$ cat config.mk
export PLATFORM = sky130hd
export DESIGN_NAME = core_data_mem
export DESIGN_NICKNAME = d
export VERILOG_FILES = /design/src/rtl/core_data_mem.sv
export SDC_FILE = /design/constraint.sdc
export NUM_CORES = 2
export LEC_CHECK = 0
export CORE_MARGIN = 10
export CORE_UTILIZATION = 55
export DETAILED_ROUTE_END_ITERATION = 8
export DONT_BUFFER_PORTS = 1
export GPL_ROUTABILITY_DRIVEN = 0
export PLACE_DENSITY_LB_ADDON = 0.2
export SETUP_SLACK_MARGIN = 0.1
export SYNTH_ARGS = -nofsm -noshare
export SYNTH_HDL_FRONTEND = slang
export SYNTH_SLANG_ARGS = --single-unit
$ cat constraint.sdc
create_clock -name clk -period 10.5 [get_ports clk]
set_input_delay 0.525 -clock clk [delete_from_list [all_inputs] [get_ports clk]]
set_output_delay 0.525 -clock clk [all_outputs]
set_load 0.1 [all_outputs]
$ cat src/rtl/core_data_mem.sv
// Per-core data scratchpad: one latched core load/store with programmable latency,
// plus a host preload/readback port that yields only on the core's access cycle.
module core_data_mem #(
   parameter int REG_SIZE  = 8,
   parameter int ADDR_SIZE = 8,
   parameter int LATENCY   = 2
) (
   input  logic                 clk,
   input  logic                 reset,
   input  logic [1:0]           enable_M,
   input  logic [ADDR_SIZE-1:0] addr_M,
   input  logic [REG_SIZE-1:0]  wr_data_M,
   output logic [REG_SIZE-1:0]  rd_data_M,
   output logic                 ready_M,
   input  logic                 host_we,
   input  logic                 host_re,
   input  logic [ADDR_SIZE-1:0] host_addr,
   input  logic [REG_SIZE-1:0]  host_wdata,
   output logic [REG_SIZE-1:0]  host_rdata,
   output logic                 host_stall
);

   typedef enum logic [1:0] {IDLE, WAIT, RESP} state_t;

   localparam logic [3:0] CNT_INIT = 4'(LATENCY - 1);

   logic [REG_SIZE-1:0]  mem [2**ADDR_SIZE];

   state_t               state_q, state_d;
   logic [3:0]           cnt_q, cnt_d;
   logic                 opWr_q, opWr_d;
   logic [ADDR_SIZE-1:0] addr_q, addr_d;
   logic [REG_SIZE-1:0]  wdata_q, wdata_d;
   logic [REG_SIZE-1:0]  rdData_q, rdData_d;
   logic                 ready_q, ready_d;
   logic [REG_SIZE-1:0]  hostRdata_q;
   logic                 coreWe;

   assign host_stall = (state_q == WAIT) && (cnt_q == 4'd0);
   assign rd_data_M  = rdData_q;
   assign ready_M    = ready_q;
   assign host_rdata = hostRdata_q;

   always_ff @(posedge clk or negedge reset) begin
      if (!reset) begin
         state_q  <= IDLE;
         cnt_q    <= 4'd0;
         opWr_q   <= 1'b0;
         addr_q   <= '0;
         wdata_q  <= '0;
         rdData_q <= '0;
         ready_q  <= 1'b0;
      end else begin
         state_q  <= state_d;
         cnt_q    <= cnt_d;
         opWr_q   <= opWr_d;
         addr_q   <= addr_d;
         wdata_q  <= wdata_d;
         rdData_q <= rdData_d;
         ready_q  <= ready_d;
      end
   end

   always_comb begin
      state_d  = state_q;
      cnt_d    = cnt_q;
      opWr_d   = opWr_q;
      addr_d   = addr_q;
      wdata_d  = wdata_q;
      rdData_d = rdData_q;
      ready_d  = 1'b0;
      coreWe   = 1'b0;
      case (state_q)
         IDLE: begin
            if (enable_M != 2'b00) begin
               state_d = WAIT;
               cnt_d   = CNT_INIT;
               opWr_d  = enable_M[1];
               addr_d  = addr_M;
               wdata_d = wr_data_M;
            end
         end
         WAIT: begin
            if (cnt_q != 4'd0) begin
               cnt_d = cnt_q - 4'd1;
            end else begin
               state_d = RESP;
               ready_d = 1'b1;
               if (opWr_q) begin
                  coreWe = 1'b1;
               end else begin
                  rdData_d = mem[addr_q];
               end
            end
         end
         RESP: begin
            state_d = IDLE;
         end
         default: begin
            state_d = IDLE;
         end
      endcase
   end

   // The core write and any host write can never coincide: the host is stalled on that edge.
   always_ff @(posedge clk) begin
      if (coreWe) begin
         mem[addr_q] <= wdata_q;
      end else if (host_we && !host_stall) begin
         mem[host_addr] <= host_wdata;
      end
   end

   always_ff @(posedge clk or negedge reset) begin
      if (!reset) begin
         hostRdata_q <= '0;
      end else if (host_re && !host_we && !host_stall) begin
         hostRdata_q <= mem[host_addr];
      end
   end

endmodule

---- Yosys cells after proc, flatten, opt, wreduce, memory -nomap -nowiden ----
Memories as Yosys holds them, arrays and structs flattened. A register that Yosys moved wholly into a read port is not among the register bits.
Cells that the tools add are included.
word-level totals
  bits in registers ....................... 24
  bits in latches ......................... 0
  bits in writable memories ............... 2048
  ROM bits ................................ 0
  input bits .............................. 38
  output and inout bits ................... 18
  logic and storage cells ................. 51
  memories ................................ 1
memories
  memory  words  width  rd ports  clocked after Yosys merged registers in  wr ports  line  text
  mem     256    8      2         2                                        1         27    logic [REG_SIZE-1:0] mem [2**ADDR_SIZE];
operators by class
  add/sub/neg operators ................... 1
  multiply operators ...................... 0
  divide/modulo/power cells ............... 0
  order comparisons ....................... 0
  equality and inequality tests ........... 4
  shift-type cells ........................ 0
  muxes and demuxes ....................... 19
  bitwise operators ....................... 2
  reductions and logical operators ........ 18
operators by type and width
  kind                                              number
  two-way mux 8 bit                                 2
  two-way mux 1 bit                                 11
  two-way mux 4 bit                                 2
  one-hot mux 4 bit (2 select lines)                1
  OR reduction 8 bit                                1
  AND reduction 3 bit                               2
  logical AND 1 bit                                 4
  zero test 1 bit                                   4
  zero test 4 bit                                   1
  two-way mux 2 bit                                 2
  != test 2 bit, second input constant              2
  one-hot mux 2 bit (2 select lines)                1
  AND reduction 2 bit                               2
  nonzero test 2 bit                                2
  nonzero test 4 bit                                1
  subtractor 4 x 1 -> 4 bit, second input constant  1
  == test 2 x 1 -> 1 bit, second input constant     1
  zero test 2 bit                                   1
  != test 2 x 1 -> 1 bit, second input constant     1
  inverter 1 bit                                    2

---- Depth between registers and ports, before layout ----
  depth in word-level cells ............... 9
  gate-level depth with buffers ........... 12
  depth with buffers taken out ............ 9

---- Worst setup path after synthesis ----
Ideal clock, no wire load.
  path kind ............................... reg2reg
  from .................................... register cnt_q[0]
  to ...................................... memory mem[0][0], data pin
  library setup time ...................... 0.823 ns
  arrival ................................. 4.752 ns
  required time ........................... 9.677 ns
  path slack .............................. 4.925 ns
  cell stages (with the launch flop) ...... 10
  buffers on the path ..................... 3
  clock period less this slack ............ 5.575 ns
  cells stage by stage .................... dfrtp_1 > inv_1 > ha_1 > nor3b_1 > a21oi_1 > buf_2 > buf_2 > clkbuf_1 > nand2_1 > nand2_1
between the ends
  longest elaborated chain between the ends .. 9
RTL lines
  element                                    line  text
  start, declared                            30    logic [3:0] cnt_q, cnt_d;
  start signal, assigned                     55    cnt_q <= cnt_d;
  zero test 4 bit                            39    assign host_stall = (state_q == WAIT) && (cnt_q == 4'd0);
  logical AND 1 bit                          39
  zero test 1 bit                            109   end else if (host_we && !host_stall) begin
  logical AND 1 bit                          109
  two-way mux 1 bit                          109
  two-way mux 1 bit *                        107   if (coreWe) begin
  two-way mux 1 bit (not written as such) *  110   mem[host_addr] <= host_wdata;
  OR reduction 8 bit (no line) *             -
  two-way mux 8 bit (no line) *              -
  end, declared                              27
Every way passes the cells marked *; elsewhere a longest branch is shown, timed or not.

==> metrics.txt <==
total congestion overflow 0; Hold Vio Cnt, Final 0; Synth top area share 62.59%; Max Cap Violations 2; RSZ-0062 raised after global routing no; post-synthesis sequential area ratio 63.61%; worst hold slack 0.1427 ns; Final Instance Area 106900 µm²; Sum Neg Setup Slack 0 ns; CTS tree built; crit path max fanout 93; grt peak-use layer met2; routed length per instance 40.88 µm; Critical Path Most Common Cell buf_4; CTS resizes 0; vias per cell 7.542; root buffer cell clkbuf_16; final clock period utilization by the worst path 50.19%; FFs w/ async S/R, synth 1.916%; # fillers 12840; failing checks capacitance limit; Layout Nets 5344; Peak supply drop 0.2866 mV; Post-Syn Nets 5394; area delta synth->final 8.845%; io pins 56; TritonCTS Sinks 2088; Leakage 33.67 nW; Reg clk slew, reported paths 0.06 ns; Fmax 189.8 MHz; total power 26.71 mW; H-tree levels 4; vias 59250; Post-DRT Antenna Nets 0; DP Area 99680 µm²; post-layout min period 5.270 ns; area leader, netlist edfxtp_1; crit path DAT 6.04 ns; HPWL after detailed placement 203.4 mm; most frequent cell after synthesis edfxtp_1; Synth Cell Area 98260 µm²; GR Util met3 11.73%; All-Layer GR Usage 32.20%; crit path max-delay cell type dfrtp_4; total wire length 321.1 mm; core area 178000 µm²; DRT iter0 DRCs 10400; Crit. End Element register; final-report setup violation count 0; initial core utilization 55.19%; layout cells sized above 1 24.76%; Distinct cells, synth 66; status finished with violations; most instantiated cells after synthesis edfxtp_1, mux4_2, mux2i_1; largest net degree at the start of global routing 605; Synth area leaders edfxtp_1, mux4_2, mux2i_1; Syn. warnings 0; Post-Syn Instances 5355; clk_lat worst skew 0.88 ns; Worst EP required 11.27 ns; Row Count 155; critical path class register to register; clk_skew 0.03333 ns; pwr/cell area 249.7 nW/µm²; min-delay worst type input port to register; Worst Tran Pin Value 1.458 ns; DRT Pass-1 Iters 8; Residual DRC 0; dominant synthesized flop cell edfxtp_1; Slowest Stage Delay on Critical Path 0.81 ns; global-route wire length before repair 447.7 mm; crit-path cells buf_4 -> buf_12 -> buf_4 -> nor2b_2 -> buf_4 -> a221oi_1 -> o22ai_1 -> nor2_1 -> nand4_1 -> o211ai_1; initial antenna violation count 28; launching element type of the critical path register; total CTS buffers 211; Max Buffers Root-to-Sink 3; grt met1 use 43.13%; die height 442.7 µm; Die W 442.7 µm; end-of-flow core utilization 60.07%; vias in the first global route 57650; port bufs 0; mean post-synth cell area 18.35 µm²; Post-synth EDFFs 2048; slew margin rel. 0.2882%; Die ar. 196000 µm²; Slew Viols, Final 0; GR Layer Usage met2 46.33%; post-synthesis register bit count 2088
-- layout make-up --
| type | count | area [µm²] | area share [%] |
|---|---|---|---|
| clock inverter | 124 | 1249 | 1.168 |
| timing repair buffer | 161 | 1514 | 1.416 |
| sequential | 2088 | 62510 | 58.45 |
| antenna | 16 | 40.04 | 0.03744 |
| clock buffer | 268 | 5575 | 5.213 |
| inverter | 10 | 42.54 | 0.03978 |
| multi-input combinational | 2833 | 33070 | 30.92 |
| tap | 2355 | 2947 | 2.755 |
-- routing by layer --
metal / wire length [µm] / share of wire (%)
met1: 114500 / 36
met2: 140000 / 44
met3: 45850 / 14
met4: 20480 / 6.4
met5: 367 / 0.11
-- cells by family after synthesis --
kind of cell | after synthesis | share of synthesized area [%]
mux | 1315 | 24.67
compound gates | 648 | 4.791
xor+xnor | 1 | 0.008916
buf+inv | 434 | 2.902
fa+ha+maj | 1 | 0.01273
simple gates | 868 | 4.009
flops | 2088 | 63.61
-- stage by stage --
step	cells	setup WS, ns
5_1_grt	7844	5.130
6_report	7855	5.230
2_1_floorplan	5355	4.925
3_5_place_dp	7418	5.533
4_1_cts	7833	5.511
3_3_place_gp	7418	5.518
-- final timing paths --
kind                                   startpoint                       end  slack [ns]  depth (start not counted)
max in group asynchronous                   reset      cnt_q[0]$_DFFE_PN0P_        9.94                          2
max reg2reg                 addr_q[1]$_DFFE_PN0P_  rd_data_M[1]$_DFFE_PN0P_        5.23                         10
min                                 host_wdata[4]     mem[241][4]$_DFFE_PP_        0.14                          2
min in group asynchronous                   reset     addr_q[0]$_DFFE_PN0P_        0.26                          2
max                         addr_q[1]$_DFFE_PN0P_  rd_data_M[1]$_DFFE_PN0P_        5.23                         10
min reg2reg                wdata_q[3]$_DFFE_PN0P_    wdata_q[3]$_DFFE_PN0P_        0.51                          1
-- registers in the layout (all words and copies together), names as in the netlist --
register,cells
wdata_q,8
ready_M,1
addr_q,8
opWr_q,1
cnt_q,4
rd_data_M,8
state_q,2
host_rdata,8
mem,2048
-- power by group --
group	switching (mW)	internal (mW)	total, mW
registers	0.342	10.3	10.6
clock network	3.28	4.23	7.51
logic	5.81	2.75	8.56
total	9.44	17.3	26.7
-- placed cells by master (no fill, tap or decap), drive strengths merged, types with 56 or more instances in the layout --
| cell type | instances |
|---|---|
| clkbuf | 268 |
| o221ai | 94 |
| nor2 | 346 |
| edfxtp | 2048 |
| a211oi | 80 |
| mux2i | 417 |
| a22oi | 56 |
| mux4 | 870 |
| nand3 | 80 |
| nor3 | 58 |
| buf | 138 |
| nand2 | 197 |
| clkinv | 98 |
| o22ai | 162 |
-- worst max-delay path: cells and delay by family, from the launching register on --
family | cells | cell delay [ns]
AO/OA/AOI/OAI | 3 | 1.23
buffers and inverters | 4 | 2.00
flip-flops | 1 | 0.81
AND/OR/NAND/NOR | 3 | 0.97
-- what timing repair did --
item | 4_1_cts | 5_1_grt
endpoints found under the hold margin | 58 | 0
hold buffers | 23 | 0
buffers inserted | 0 | 0
(Power assumes the default switching activity.)
